==> config.mk <==
export PLATFORM = sky130hd
export DESIGN_NAME = mdu_seq_flat
export DESIGN_NICKNAME = d
export VERILOG_FILES = /design/src/rtl/mdu_if.sv /design/src/rtl/mdu_seq.sv /design/src/flat_wrapper.sv
export SDC_FILE = /design/constraint.sdc
export NUM_CORES = 1
export LEC_CHECK = 0
export BUFFER_PORTS_ARGS = -buffer_cell sky130_fd_sc_hd__buf_2
export CORE_ASPECT_RATIO = 0.5
export CORE_UTILIZATION = 58
export DETAILED_ROUTE_END_ITERATION = 10
export MAX_ROUTING_LAYER = met4
export PLACE_DENSITY = 0.84
export SLEW_MARGIN = 20
export SYNTH_ARGS = -nofsm -noshare
export SYNTH_HDL_FRONTEND = slang
export SYNTH_SLANG_ARGS = --single-unit
export TNS_END_PERCENT = 10
==> constraint.sdc <==
create_clock -name clk -period 9.9 [get_ports clk]
set_clock_uncertainty 0.2 [all_clocks]
set_input_delay 0 -clock clk [delete_from_list [all_inputs] [get_ports clk]]
set_output_delay 0 -clock clk [all_outputs]
set_load 0.05 [all_outputs]
==> src/rtl/mdu_if.sv <==
// rtl/mdu_if.sv - issue/result bus between the CPU execute stage and mdu_seq
interface mdu_if #(
  parameter int WIDTH = 32
);
  logic             start;
  logic [2:0]       op;
  logic [WIDTH-1:0] rs_data;
  logic [WIDTH-1:0] rt_data;
  logic             busy;
  logic             done;
  logic             div_by_zero;
  logic [WIDTH-1:0] hi;
  logic [WIDTH-1:0] lo;

  modport master (
    output start, op, rs_data, rt_data,
    input  busy, done, div_by_zero, hi, lo
  );

  modport slave (
    input  start, op, rs_data, rt_data,
    output busy, done, div_by_zero, hi, lo
  );
endinterface

==> src/rtl/mdu_seq.sv <==
// rtl/mdu_seq.sv - iterative multiply/divide unit with HI/LO registers
module mdu_seq #(
  parameter int WIDTH = 32,
  parameter int CNT_W = $clog2(WIDTH) + 1
) (
  input  logic  clk,
  input  logic  rst_n,
  mdu_if.slave  bus
);
  typedef enum logic [1:0] {IDLE, CALC, FIX, DONE} state_t;

  localparam logic [2:0] OP_MULT  = 3'b000;
  localparam logic [2:0] OP_MULTU = 3'b001;
  localparam logic [2:0] OP_DIV   = 3'b010;
  localparam logic [2:0] OP_DIVU  = 3'b011;
  localparam logic [2:0] OP_MTHI  = 3'b100;
  localparam logic [2:0] OP_MTLO  = 3'b101;

  state_t           state;
  logic [CNT_W-1:0] cnt;
  logic             is_div;
  logic             neg_q;
  logic             neg_r;
  // acc:qr is the running product for mult, remainder:dividend/quotient for div
  logic [WIDTH-1:0] acc;
  logic [WIDTH-1:0] qr;
  logic [WIDTH-1:0] opnd;

  logic             signed_op;
  logic             rs_neg;
  logic             rt_neg;
  logic [WIDTH-1:0] rs_mag;
  logic [WIDTH-1:0] rt_mag;
  logic [WIDTH:0]   add_sum;
  logic [WIDTH:0]   shifted;
  logic [WIDTH-1:0] trial;
  logic             ge;
  logic [2*WIDTH-1:0] prod_fix;
  logic [WIDTH-1:0] quo_fix;
  logic [WIDTH-1:0] rem_fix;

  always_comb begin
    signed_op = ~bus.op[0];
    rs_neg    = signed_op & bus.rs_data[WIDTH-1];
    rt_neg    = signed_op & bus.rt_data[WIDTH-1];
    rs_mag    = rs_neg ? -bus.rs_data : bus.rs_data;
    rt_mag    = rt_neg ? -bus.rt_data : bus.rt_data;
    add_sum   = {1'b0, acc} + {1'b0, opnd & {WIDTH{qr[0]}}};
    shifted   = {acc, qr[WIDTH-1]};
    ge        = shifted >= {1'b0, opnd};
    // partial remainder minus divisor always fits WIDTH bits when it is kept
    trial     = shifted[WIDTH-1:0] - opnd;
    prod_fix  = neg_q ? -{acc, qr} : {acc, qr};
    quo_fix   = neg_q ? -qr : qr;
    rem_fix   = neg_r ? -acc : acc;
  end

  always_ff @(posedge clk or negedge rst_n) begin
    if (!rst_n) begin
      state           <= IDLE;
      cnt             <= '0;
      is_div          <= 1'b0;
      neg_q           <= 1'b0;
      neg_r           <= 1'b0;
      acc             <= '0;
      qr              <= '0;
      opnd            <= '0;
      bus.busy        <= 1'b0;
      bus.done        <= 1'b0;
      bus.div_by_zero <= 1'b0;
      bus.hi          <= '0;
      bus.lo          <= '0;
    end else begin
      bus.done <= 1'b0;
      case (state)
        // DONE is the commit-pulse cycle and takes a new start exactly like IDLE
        IDLE, DONE: begin
          state <= IDLE;
          if (bus.start) begin
            case (bus.op)
              OP_MTHI: begin
                bus.hi          <= bus.rs_data;
                bus.done        <= 1'b1;
                bus.div_by_zero <= 1'b0;
              end
              OP_MTLO: begin
                bus.lo          <= bus.rs_data;
                bus.done        <= 1'b1;
                bus.div_by_zero <= 1'b0;
              end
              OP_MULT, OP_MULTU, OP_DIV, OP_DIVU: begin
                if (bus.op[1] && (bus.rt_data == '0)) begin
                  bus.div_by_zero <= 1'b1;
                  bus.done        <= 1'b1;
                end else begin
                  is_div          <= bus.op[1];
                  neg_q           <= rs_neg ^ rt_neg;
                  neg_r           <= rs_neg;
                  acc             <= '0;
                  qr              <= rs_mag;
                  opnd            <= rt_mag;
                  cnt             <= CNT_W'(WIDTH);
                  bus.busy        <= 1'b1;
                  bus.div_by_zero <= 1'b0;
                  state           <= CALC;
                end
              end
              default: ;
            endcase
          end
        end
        CALC: begin
          if (is_div) begin
            acc <= ge ? trial : shifted[WIDTH-1:0];
            qr  <= {qr[WIDTH-2:0], ge};
          end else begin
            acc <= add_sum[WIDTH:1];
            qr  <= {add_sum[0], qr[WIDTH-1:1]};
          end
          cnt <= cnt - 1'b1;
          if (cnt == CNT_W'(1)) state <= FIX;
        end
        FIX: begin
          if (is_div) begin
            bus.lo <= quo_fix;
            bus.hi <= rem_fix;
          end else begin
            bus.hi <= prod_fix[2*WIDTH-1:WIDTH];
            bus.lo <= prod_fix[WIDTH-1:0];
          end
          bus.busy <= 1'b0;
          bus.done <= 1'b1;
          state    <= DONE;
        end
        default: state <= IDLE;
      endcase
    end
  end
endmodule
==> src/flat_wrapper.sv <==
// flat-port wrapper written by rule: the top's interface ports become plain ports
module mdu_seq_flat 
#(
  parameter int WIDTH = 32,
  parameter int CNT_W = $clog2(WIDTH) + 1
)
  (clk, rst_n, bus_start, bus_op, bus_rs_data, bus_rt_data, bus_busy, bus_done, bus_div_by_zero, bus_hi, bus_lo);
  mdu_if #(.WIDTH(WIDTH)) bus_i ();
  input  logic clk;
  input  logic rst_n;
  input wire logic [$bits(bus_i.start)-1:0] bus_start;
  input wire logic [$bits(bus_i.op)-1:0] bus_op;
  input wire logic [$bits(bus_i.rs_data)-1:0] bus_rs_data;
  input wire logic [$bits(bus_i.rt_data)-1:0] bus_rt_data;
  output wire logic [$bits(bus_i.busy)-1:0] bus_busy;
  output wire logic [$bits(bus_i.done)-1:0] bus_done;
  output wire logic [$bits(bus_i.div_by_zero)-1:0] bus_div_by_zero;
  output wire logic [$bits(bus_i.hi)-1:0] bus_hi;
  output wire logic [$bits(bus_i.lo)-1:0] bus_lo;
  assign bus_i.start = bus_start;
  assign bus_i.op = bus_op;
  assign bus_i.rs_data = bus_rs_data;
  assign bus_i.rt_data = bus_rt_data;
  assign bus_busy = bus_i.busy;
  assign bus_done = bus_i.done;
  assign bus_div_by_zero = bus_i.div_by_zero;
  assign bus_hi = bus_i.hi;
  assign bus_lo = bus_i.lo;
  mdu_seq #(.WIDTH(WIDTH), .CNT_W(CNT_W)) u_core (.clk(clk), .rst_n(rst_n), .bus(bus_i));
endmodule
==> results of run 1 <==
[kinds of logic (layout without fill, tap and decap cells)]
logic type / count (synthesis) / in the layout / share of synthesized area
AO/OA/AOI/OAI: 605 / 605 / 0.250
XOR/XNOR: 177 / 177 / 0.105
adder cells (fa/ha/maj): 74 / 74 / 0.0635
buffers and inverters: 198 / 366 / 0.0512
flip-flops: 174 / 174 / 0.294
multiplexers: 66 / 66 / 0.0453
other: 0 / 1 / 0
AND/OR/NAND/NOR: 619 / 619 / 0.192
[final timing paths]
path | from | to | slack (ns) | cells after the start
worst min register to register | u_core.bus.lo[13] | u_core.bus.lo[13] | 0.27 | 1
max in group asynchronous | rst_n | u_core.is_div | 8.15 | 4
worst max register to register | u_core.qr[0] | u_core.acc[28] | 4.86 | 11
worst min-delay path | rst_n | u_core.opnd[19] | 0.02 | 2
worst max-delay path | u_core.qr[0] | u_core.acc[28] | 4.86 | 11
min in group clk | bus_rt_data[25] | u_core.opnd[25] | 0.23 | 4
[synthesized netlist by cell type (10+ instances only)]
master    instances  area (um2)
a211oi_1         30         225
a21o_1           48         360
a21oi_1         160         801
a31oi_1          22         138
and3_1           11        68.8
buf_1            11        41.3
clkbuf_1         97         364
dfrtp_1         174        4350
ha_1             72         901
inv_1            85         319
mux2i_1          57         571
nand2_1         245         920
nand3_1          34         170
nand4_1          21         131
nor2_1          175         657
nor2b_1          13        81.3
nor3_1           28         140
nor4_1           18         113
o211ai_1         14         105
o21ai_0         207        1040
o221ai_1         10        87.6
o31ai_1          28         210
o41ai_1          11        96.3
or3_1            10        62.6
or4_1            12        90.1
xnor2_1          84         736
xor2_1           93         815
[cell usage in the layout, fill, tap and decap left out, types with 22 or more instances in the layout]
cell	instances
nand2_1	244
o21ai_0	206
nor2_1	175
dfrtp_1	173
a21oi_1	158
buf_2	135
dlygate4sd3_1	101
xor2_1	93
inv_1	84
xnor2_1	84
ha_1	70
mux2i_1	57
a21o_1	48
nand3_1	33
a211oi_1	30
nor3_1	28
o31ai_1	28
a31oi_1	22
[where the power goes]
part | internal, uW | leakage, uW | total, uW | switching [uW]
clock | 402 | 0.000294 | 734 | 333
sequential | 721 | 0.00206 | 728 | 7.14
combinational | 77.9 | 0.00562 | 201 | 124
total | 1200 | 0.00798 | 1660 | 463
[repair_timing]
action,CTS,global route
endpoints found under the hold margin,226,0
endpoints found under the setup margin,0,0
hold buffers,101,0
[per-stage QoR]
step | hold WS, ns | setup WS, ns
4_1_cts | 0.0503 | 5.22
3_5_place_dp | -0.0302 | 5.27
3_3_place_gp | -0.0412 | 5.39
2_1_floorplan | -0.496 | 6.34
5_1_grt | 0.130 | 4.54
6_report | 0.0212 | 4.86
[metal layers]
metal,share of wire,wire length [um],track usage,up-vias
met3,0.11,5490,0.0789,111
met1,0.42,21200,0.534,7414
met5,0,0,-,-
met2,0.45,22700,0.620,968
met4,0.031,1580,0.161,0
li1,-,-,-,7154
[registers in the layout, indices dropped and copies added, names as in the netlist]
| signal | count |
|---|---|
| u_core.acc | 32 |
| u_core.bus.hi | 32 |
| u_core.bus.lo | 32 |
| u_core.opnd | 32 |
| u_core.qr | 32 |
| u_core.cnt | 6 |
| u_core.state | 2 |
| u_core.bus.busy | 1 |
| u_core.bus.div_by_zero | 1 |
| u_core.bus.done | 1 |
| u_core.is_div | 1 |
| u_core.neg_q | 1 |
| u_core.neg_r | 1 |
[critical path: cells and delay by family (launching register included)]
family,cells,cell delay [ns]
adder cells (fa/ha/maj),1,0.28
AND/OR/NAND/NOR,3,0.70
flip-flops,1,0.50
AO/OA/AOI/OAI,6,2.35
buffers and inverters,1,0.88
[layout make-up]
type / instances / area [um2] / share of cell area
Multi-Input combinational cell: 1541 / 9780 / 0.565
Antenna cell: 1 / 2.50 / 0.000145
Inverter: 85 / 319 / 0.0184
Sequential cell: 174 / 4360 / 0.252
Clock buffer: 17 / 425 / 0.0246
Clock inverter: 14 / 181 / 0.0105
Tap cell: 336 / 420 / 0.0243
Timing Repair Buffer: 250 / 1820 / 0.105
==> results.toml, run 1 <==
[layout]
fin_util = 0.705
layout.cells.non_filler = 2418
post_route_cells_drive_above_1_share = 0.107
syn_to_final_growth_pct = 16.7
final_area_um2 = 17300
final_nets = 2213
fillCellCount = 1971

[clocking]
ctsRootBufferMaster = "clkbuf_16"
post_cts_buffers = 0
clk_latency_ns = 0.47
cts-resized-gates = 0
cts_num_sinks = 174
cts_tree = "yes"
htree_levels = 4
numCtsBuffers = 17
path_clk_slew_ns = 0.07
clk_path_buf_depth = 2

[timing]
slew_violations = 0
finalCritPeriodShare = 0.509
setup_viol = 0
period_needed_ns = 5.04
worst_pin_slew_ns = 1.09
final.setup.tns_ns = 0
max_freq_ghz = 0.199
finalHoldViolCount = 0
slew_headroom = 0.265
rsz0062_at_grt = "false"

[critical_path]
end_kind = "flop"
arrival_ns = 5.19
critPathMostFrequentCell = "o41ai_1"
cp_max_fo = 31
cp-start-kind = "flop"
path_class = "flop to flop"
slowest_delay_ns = 1.01
critPathRequiredTime_ns = 10.05
cpMaxStageDelayCell = "o41ai_1"
cp_cell_sequence = "clkinv_1 > nor2_1 > ha_1 > o211ai_1 > o21ai_0 > o2111a_1 > nor3_1 > o41ai_1 > or3b_2 > a31oi_1 > o41ai_1"

[grt]
grt_pass1_vias = 14600
grt_pass1_wl_um = 80600
antenna_found_initial = 1
grt_max_degree = 101
grt_remaining_overflow = 0
grt_usage = 0.406

[synth]
synth_edf_count = 0
ys_seq_elements = 174
syn_nets = 2057
avgSynthCellArea_um2 = 7.75
synth_cell_types = 75
yosysWarnings = 0
syn_inst = 1913
syn_area_um2 = 14800
ys_async_sr_fraction = 1.00
synthFlopType = "dfrtp_1"
ys_seq_area_frac = 0.294

[drt]
post_drt_wl_per_cell_um = 21.0
drt_iter0_drc = 2317
num_vias = 15600
dr.pass1.iters = 6
wl_um = 50900
detail-route-antenna-nets = 0
drc = 0
viasPerCell = 6.47

[place]
dpl.hpwl_um = 36100
port_buffers = 136
finalWeightedCongestion = 1.02
dp_cells = 2284
placed_area_um2 = 15600

[floorplanning]
core_area_um2 = 24500
die_w_um = 228
die_h_um = 115
ios = 137
dieArea_um2 = 26200
start_util = 0.604
rows = 40

[pwr]
power_density_nw_per_um2 = 96.2
p_total_uw = 1660
peakVddDrop_mv = 0.127
p_leak_uw = 0.00798

[outcome]
outcome = "finished, final reports clean"

[min_path]
hp-class = "primary input to asynchronous set/reset pin"

[run]
maxCapViolations = 0
(Power assumes the default switching activity.)
==> run 2, diff against run 1 <==
--- a/config.mk
+++ b/config.mk
@@ -7,10 +7,10 @@
 export LEC_CHECK = 0
 export BUFFER_PORTS_ARGS = -buffer_cell sky130_fd_sc_hd__buf_2
 export CORE_ASPECT_RATIO = 0.5
-export CORE_UTILIZATION = 58
+export CORE_UTILIZATION = 56
 export DETAILED_ROUTE_END_ITERATION = 10
 export MAX_ROUTING_LAYER = met4
-export PLACE_DENSITY = 0.84
+export PLACE_DENSITY = 0.85
 export SLEW_MARGIN = 20
 export SYNTH_ARGS = -nofsm -noshare
 export SYNTH_HDL_FRONTEND = slang
==> constraint.sdc (replaced) <==
create_clock -name clk -period 4.1 [get_ports clk]
set_clock_uncertainty 0.2 [all_clocks]
set_input_delay 0 -clock clk [delete_from_list [all_inputs] [get_ports clk]]
set_output_delay 0 -clock clk [all_outputs]
set_load 0.05 [all_outputs]
==> results.toml, run 2 (synthesized netlist as in run 1, its figures left out) <==
[timing]
finalHoldViolCount = 3
finalCritPeriodShare = 0.969
whs_ns = -0.0196
final.setup.tns_ns = 0
setup_viol = 0
slew_violations = 0
rsz0062_at_grt = "false"
slew_headroom = 0.265
period_needed_ns = 3.97
worst_pin_slew_ns = 1.10
max_freq_ghz = 0.252

[floorplanning]
start_util = 0.579
rows = 41
ios = 137
dieArea_um2 = 27200
core_area_um2 = 25600
die_h_um = 117
die_w_um = 232

[layout]
syn_to_final_growth_pct = 18.4
final_nets = 2245
post_route_cells_drive_above_1_share = 0.119
final_common_cell = "nand2_1"
fillCellCount = 1948
final_cell_mix = "245 x nand2_1, 206 x o21ai_0, 175 x nor2_1"

[drt]
wl_um = 53300
drc = 0
viasPerCell = 6.54
detail-route-antenna-nets = 0
num_vias = 16100
drt_iter0_drc = 2144
post_drt_wl_per_cell_um = 21.7
dr.pass1.iters = 6

[grt]
antenna_found_initial = 1
grt_pass1_vias = 14700
grt_pass1_wl_um = 81500
grt_usage = 0.402
grt_remaining_overflow = 0
grt_max_degree = 90

[clocking]
ctsRootBufferMaster = "clkbuf_16"
htree_levels = 4
clk_latency_ns = 0.46
cts_num_sinks = 174
cts_tree = "yes"
post_cts_buffers = 0
clk_path_buf_depth = 2
numCtsBuffers = 17
path_clk_slew_ns = 0.08

[place]
port_buffers = 136
finalWeightedCongestion = 1.04
dpl.hpwl_um = 37300

[pwr]
power_density_nw_per_um2 = 231
p_total_uw = 4060
p_leak_uw = 0.00814
peakVddDrop_mv = 0.292

[critical_path]
arrival_ns = 4.17
cp-start-kind = "flop"
critPathRequiredTime_ns = 4.30
cp_max_fo = 8
end_kind = "flop"
path_class = "flop to flop"

[outcome]
outcome = "finished with violations"
failed_checks = "negative hold slack"

[min_path]
hp-class = "primary input to asynchronous set/reset pin"

[run]
maxCapViolations = 0
-- run 2: routing by layer --
metal / track usage / vias up / routed length [um]
li1: - / 7221 / -
met1: 0.527 / 7651 / 21800
met2: 0.600 / 1044 / 23000
met3: 0.0782 / 177 / 5910
met4: 0.196 / 0 / 2600
met5: - / - / 0
-- run 2: critical path, stage by stage (launching register included) --
cell	delay, ns
dfrtp_1	0.48
inv_1	0.29
ha_1	0.28
nor4b_1	0.33
buf_4	0.19
nand3_1	0.20
o31ai_1	0.56
and3_1	0.27
a21oi_1	0.08
xnor2_1	0.20
a221oi_1	0.26
dlygate4sd3_1	0.58
-- run 2: path summary, 6_finish.rpt --
path | from | end | slack, ns | depth (start not counted)
hold reg to reg | u_core.bus.lo[9] | u_core.bus.lo[9] | 0.28 | 1
min in group clk | bus_op[1] | u_core.is_div | 0.14 | 4
max in group asynchronous | rst_n | u_core.qr[17] | 2.71 | 3
setup / recovery | u_core.qr[0] | u_core.bus.hi[4] | 0.13 | 11
hold / removal | rst_n | u_core.opnd[13] | -0.02 | 2
setup reg to reg | u_core.qr[0] | u_core.bus.hi[4] | 0.13 | 11
-- run 2: per-stage QoR --
step	hold slack [ns]	utilization	cell area [um2]	cells	setup slack (ns)
after CTS	0.0166	0.686	17600	2458	0.233
after floorplan	-0.496	-	14800	1913	0.545
after global placement	-0.0816	0.622	15900	2325	0.402
after global routing	0.0539	0.686	17600	2459	0.0224
after detailed placement	-0.0732	0.622	15900	2325	0.417
final	-0.0196	0.686	17600	2459	0.127
-- run 2: what timing repair did --
action	in CTS	in global routing
resized for setup	0	0
endpoints found under the setup margin	0	0
endpoints found under the hold margin	213	0
hold buffers	101	0
-- run 2: area by class of cell --
cell class,count,area [um2],area share
tap,344,430,0.0245
clock buffer,17,425,0.0242
antenna,1,2.50,0.000143
clock inverter,15,201,0.0115
sequential,174,4360,0.248
inverter,85,319,0.0182
timing repair buffer,282,2050,0.117
multi-input combinational,1541,9770,0.557
-- run 2: power breakdown --
| part | switching, uW | leakage, uW | internal (uW) |
|---|---|---|---|
| registers | 17.6 | 0.00206 | 1740 |
| logic | 306 | 0.00578 | 187 |
| clock network | 827 | 0.000301 | 981 |
| total | 1150 | 0.00814 | 2910 |
